<file path="config.mk">
export PLATFORM = sky130hd
export DESIGN_NAME = ram2p1r1wbe_128x64_arb
export DESIGN_NICKNAME = d
export VERILOG_FILES = /design/src/rtl/ram2p1r1wbe_128x64_arb.sv
export SDC_FILE = /design/constraint.sdc
export NUM_CORES = 1
export LEC_CHECK = 0
export CORE_AREA = 2 2 228 230
export CTS_CLUSTER_SIZE = 20
export DETAILED_ROUTE_END_ITERATION = 7
export DIE_AREA = 0 0 230 232
export GPL_ROUTABILITY_DRIVEN = 0
export PLACE_DENSITY = 0.41
export SYNTH_ARGS = -nofsm -noshare
export SYNTH_HDL_FRONTEND = slang
export SYNTH_SLANG_ARGS = --single-unit
</file>
<file path="constraint.sdc">
create_clock -name clk -period 2.2 [get_ports clk]
set_input_delay 0.22 -clock clk [delete_from_list [all_inputs] [get_ports clk]]
set_output_delay 0.22 -clock clk [all_outputs]
set_load 0.005 [all_outputs]
</file>
<file path="src/rtl/ram2p1r1wbe_128x64_arb.sv">
// 128x64 two-port RAM front end: round-robin arbitration of two byte-masked writers onto
// port B, one reader on port A. Optional power-up clear sequencer under RAM2P_CLEAR_EN.
module ram2p1r1wbe_128x64_arb (
   input  logic        clk,
   input  logic        reset,
   input  logic        w0_req,
   input  logic [6:0]  w0_adr,
   input  logic [63:0] w0_data,
   input  logic [7:0]  w0_byteen,
   output logic        w0_gnt,
   input  logic        w1_req,
   input  logic [6:0]  w1_adr,
   input  logic [63:0] w1_data,
   input  logic [7:0]  w1_byteen,
   output logic        w1_gnt,
   input  logic        rd_req,
   input  logic [6:0]  rd_adr,
   output logic        rd_gnt,
   output logic        rd_valid,
   output logic [63:0] rd_data,
   output logic        busy,
   output logic        ceba,
   output logic        weba,
   output logic [6:0]  aa,
   output logic [63:0] da,
   output logic [63:0] bweba,
   input  logic [63:0] qa,
   output logic        cebb,
   output logic        webb,
   output logic [6:0]  ab,
   output logic [63:0] db,
   output logic [63:0] bwebb
);

   localparam int unsigned AW = 7;
   localparam int unsigned DW = 64;
   localparam int unsigned NB = 8;

   logic          in_idle;
   logic          clearing;
   logic [AW-1:0] clr_adr;
   logic          ptr;
   logic          wr_gnt;
   logic [AW-1:0] wr_adr;
   logic [DW-1:0] wr_data;
   logic [NB-1:0] wr_be;
   logic [DW-1:0] wr_mask;

`ifdef RAM2P_CLEAR_EN
   typedef enum logic {CLEAR = 1'b0, IDLE = 1'b1} state_t;
   state_t        state, state_nxt;
   logic [AW-1:0] cnt, cnt_nxt;

   always_ff @(posedge clk or posedge reset) begin
      if (reset) begin
         state <= CLEAR;
         cnt   <= '0;
      end else begin
         state <= state_nxt;
         cnt   <= cnt_nxt;
      end
   end

   // Clear walks every address once, the counter wrapping back to 0 on exit
   always_comb begin
      state_nxt = state;
      cnt_nxt   = cnt;
      clearing  = 1'b0;
      case (state)
         CLEAR: begin
            clearing = ~reset;
            cnt_nxt  = cnt + AW'(1);
            if (cnt == AW'(DW'(127))) state_nxt = IDLE;
         end
         IDLE: ;
      endcase
   end

   assign in_idle = (state == IDLE) & ~reset;
   assign busy    = (state == CLEAR);
   assign clr_adr = cnt;
`else
   assign clearing = 1'b0;
   assign in_idle  = ~reset;
   assign busy     = 1'b0;
   assign clr_adr  = '0;
`endif

   // Round-robin write grant, then read grant unless it hits the granted write address
   always_comb begin
      w0_gnt  = in_idle & w0_req & (~w1_req | ~ptr);
      w1_gnt  = in_idle & w1_req & (~w0_req | ptr);
      wr_gnt  = w0_gnt | w1_gnt;
      wr_adr  = w1_gnt ? w1_adr    : w0_adr;
      wr_data = w1_gnt ? w1_data   : w0_data;
      wr_be   = w1_gnt ? w1_byteen : w0_byteen;
      wr_mask = '1;
      for (int b = 0; b < int'(NB); b++) begin
         wr_mask[b*8 +: 8] = {8{~wr_be[b]}};
      end
      rd_gnt  = in_idle & rd_req & ~(wr_gnt & (wr_adr == rd_adr));
   end

   // Port B: clear writes, granted writes, or idle; an all-zero mask keeps the macro idle
   always_comb begin
      cebb  = 1'b1;
      ab    = '0;
      db    = '0;
      bwebb = '1;
      if (clearing) begin
         cebb  = 1'b0;
         ab    = clr_adr;
         bwebb = '0;
      end else if (wr_gnt) begin
         cebb  = ~|wr_be;
         ab    = wr_adr;
         db    = wr_data;
         bwebb = wr_mask;
      end
      webb = cebb;
   end

   assign ceba    = ~rd_gnt;
   assign weba    = 1'b1;
   assign aa      = rd_adr;
   assign da      = '0;
   assign bweba   = '1;
   assign rd_data = rd_valid ? qa : '0;

   always_ff @(posedge clk or posedge reset) begin
      if (reset) begin
         ptr      <= 1'b0;
         rd_valid <= 1'b0;
      end else begin
         if (wr_gnt) ptr <= w0_gnt;
         rd_valid <= rd_gnt;
      end
   end

endmodule

</file>
==> summary.md <==
| Metric | Value |
|---|---|
| WP data required | 1.98 ns |
| H-tree depth | 1 |
| Startpoint types | register |
| Crit. End Element | primary output |
| Number of buffers inserted during clock tree synthesis | 3 |
| Sequential element share of the synthesized area | 1.64% |
| Register area | 50.0 sq um |
| WL/cell | 12.3 um |
| Setup-failing EPs final | 0 |
| Via density per instance | 2.75 |
| Filler-free cell count of the finished design | 1517 |
| Setup total negative slack | 0 ns |
| First drt pass iteration count | 4 |
| Number of standard-cell rows in the floorplan | 83 |
| Final-stage net count | 1073 |
| Core area | 50900 sq um |
| Worst Path Arrival | 1.95 ns |
| Clk_skew | 0.00137 ns |
| Filler cell count in the final layout | 5767 |
| Avg Synthesized Cell Area | 7.39 sq um |
| Vias after detailed routing | 4172 |
| Number of cells on the worst reg-to-reg path | 7 |
| Height of the die | 232 um |
| Top-level I/O count | 577 |
| Global-route wire length before repair | 24700 um |
| Tot GR Track Use | 6.21% |
| Most common cell type on the critical path | sky130_fd_sc_hd__buf_6 |
| Global route total overflow | 0 |
| Warning count from the yosys run | 0 |
| Count of cell types in the netlist | 30 |
| Total power divided by cell area | 223 nW/um^2 |
| Antenna-violating nets left | 0 |
| First-iteration detailed-routing DRC count | 57 |
| Source-to-sink clock delay at the later pin of the worst-skew pair | 0.22 ns |
| Syn-to-layout area delta | 167% |
| Antenna violations before repair | 1 |
| Endpoint of the worst-slack reg-to-reg timing path | rd_valid |
| ANT cells | 0 |
| Routed WL | 18600 um |
| Combined area of all synthesized cells | 3050 sq um |
| Layout cells sized above 1 | 11.5% |
| Highest cell delay on the worst timing path | 0.49 ns |
| Sink count of the clock tree | 2 |
| Worst hold path class | in -> async |
| Die width | 230 um |
| CTS tree | built |
| Critical path cell sequence | buf_6, a21oi_4, buf_12, buf_16, a22oi_2, buf_6, clkdlybuf4s50_1 |
| P_leak | 3.64 nW |
| Count of buffers inserted at the top-level ports | 446 |
| Floorplan die area | 53400 sq um |
| Synthesized netlist cell count | 412 |
| Final worst path period share | 98.5% |
| CTS Hold Bufs | 0 |
| Largest fanout on the critical path | 11 |
| Post-CTS clock slew at the launch and capture registers of the worst setup and hold paths | 0.03 ns |
| Initial cell density of the core | 5.99% |
| Vias in the first global route | 4248 |
| Fin. max-slew vios | 0 |
| Clock root buffer | sky130_fd_sc_hd__clkbuf_16 |
| Largest voltage drop on the vdd net | 0.175 mV |
| Post-route DRC | 0 |
| Status | finished, final reports clean |
| Worst reg2reg path startpoint | ptr |
| Cell Count Post-Placement | 1488 |
| Final standard cell utilization of the core | 16.0% |
| Hold Violations, Final | 0 |
| Critical setup path kind | reg -> out |
| Sum of net half-perimeters after detailed placement | 15900 um |
| Number of violations of the max-capacitance limit | 0 |
| Maximum number of pins on one net before global-route repair | 66 |
| Multi-input gate area | 2010 sq um |
| Worst-path cell with the longest stage delay | sky130_fd_sc_hd__clkdlybuf4s50_1 |
| Flop and latch count out of synthesis | 2 |
| Clock tree buffer depth | 2 |
| Shortest clock period the worst path allows after layout | 2.17 ns |
| Slack of the worst reg-to-reg path | 0.45 ns |
| RSZ-0062 raised after global routing | yes |
| Highest Clock Rate | 0.462 GHz |
## cells in the mapped netlist, drive strengths merged
library cell	n	area share [%]
a22oi	8	2.0
and2	65	13
nor4	4	0.82
nor2	8	1.5
a41o	1	0.33
a22o	67	19
inv	2	0.25
nand2b	1	0.45
o221ai	1	0.29
conb	2	0.25
clkbuf	9	1.1
xor2	3	0.86
buf	209	51
nand2	4	0.49
o21ba	1	0.33
nand4	1	0.21
nand3	3	0.49
a41oi	1	0.29
o2111ai	2	0.58
dfrtp	2	1.6
a21oi	1	0.29
or2	1	0.21
xnor2	6	1.7
nor2b	1	0.45
o21ai	4	0.66
mux2i	5	1.6
## state kept, by name, indices dropped and copies added, names as in the netlist
register,cells
ptr,1
rd_valid,1
## cell usage in the layout, fill, tap and decap left out, drive strengths merged, types with 2 or more instances in the layout
| cell type | instances |
|---|---|
| o2111ai | 2 |
| dlymetal6s2s | 31 |
| buf | 65 |
| clkdlybuf4s50 | 310 |
| mux2i | 5 |
| o21ai | 4 |
| nand2 | 4 |
| conb | 130 |
| clkbuf | 10 |
| a22oi | 8 |
| nand3 | 3 |
| and2 | 65 |
| xor2 | 3 |
| nor4 | 4 |
| inv | 2 |
| a22o | 67 |
| dlygate4sd2 | 89 |
| dfrtp | 2 |
| xnor2 | 6 |
| clkdlybuf4s15 | 10 |
| nor2 | 8 |
## metrics by stage
step	worst slack, ns	area (sq um)	power [mW]	hold WS, ns
final	0.0340	8140	1.81	0.177
after floorplan	0.394	3530	0.703	-0.0165
after global placement	-0.320	7690	1.54	0.604
after global routing	-0.0158	8140	1.93	0.198
after CTS	-0.0833	7930	1.81	0.194
after detailed placement	-0.351	7690	1.53	0.619
## power by group
group          total (mW)  switching (mW)  internal [mW]
registers          0.0482         0.00648         0.0417
logic                1.49           0.526          0.966
clock network       0.272          0.0412          0.231
total                1.81           0.574           1.24
## how the worst max path moves through the flow
stage	start	end	slack, ns	cells after the start
6_report	ptr	bwebb[44]	0.03	7
5_1_grt	ptr	ceba	-0.02	6
4_1_cts	ptr	rd_gnt	-0.08	7
3_5_place_dp	w1_req	rd_gnt	-0.35	7
3_3_place_gp	w1_req	rd_gnt	-0.32	7
2_1_floorplan	ptr	bwebb[10]	0.39	6
## worst max-delay path: cells and delay by family, from the launching register on
kind,cells,cell delay (ns)
buffers and inverters,5,1.06
AO/OA/AOI/OAI,2,0.22
flip-flops,1,0.42
## cells by family after synthesis
group	after synthesis	share of synthesized area, %
muxes	5	1.64
and+or+nand+nor	88	18.0
xor gates and xnor gates	9	2.59
AOI/OAI and AO/OA	86	24.0
DFF	2	1.64
buffers and inverters	220	51.9
other	2	0.246
## layer usage
layer	GRT usage [%]	vias to the layer above	wire length, um
met3	2.33	14	2030
met2	13.5	361	10600
met4	0.988	0	247
met1	5.28	1866	5790
li1	-	1931	-
met5	0	-	0
## final cells by class
type,count,share of cell area (%)
sequential,2,0.615
timing repair buffer,512,63.3
clock buffer,3,0.922
multi-input combinational,318,24.7
tap,680,10.5
inverter,2,0.0922
## what timing repair did
action	4_1_cts	5_1_grt
cloned	2	1
pin swaps	6	8
buffers inserted	15	11
resized for setup	131	59
endpoints found under the setup margin	141	57
Note: power is estimated with default switching activity, not from simulation.
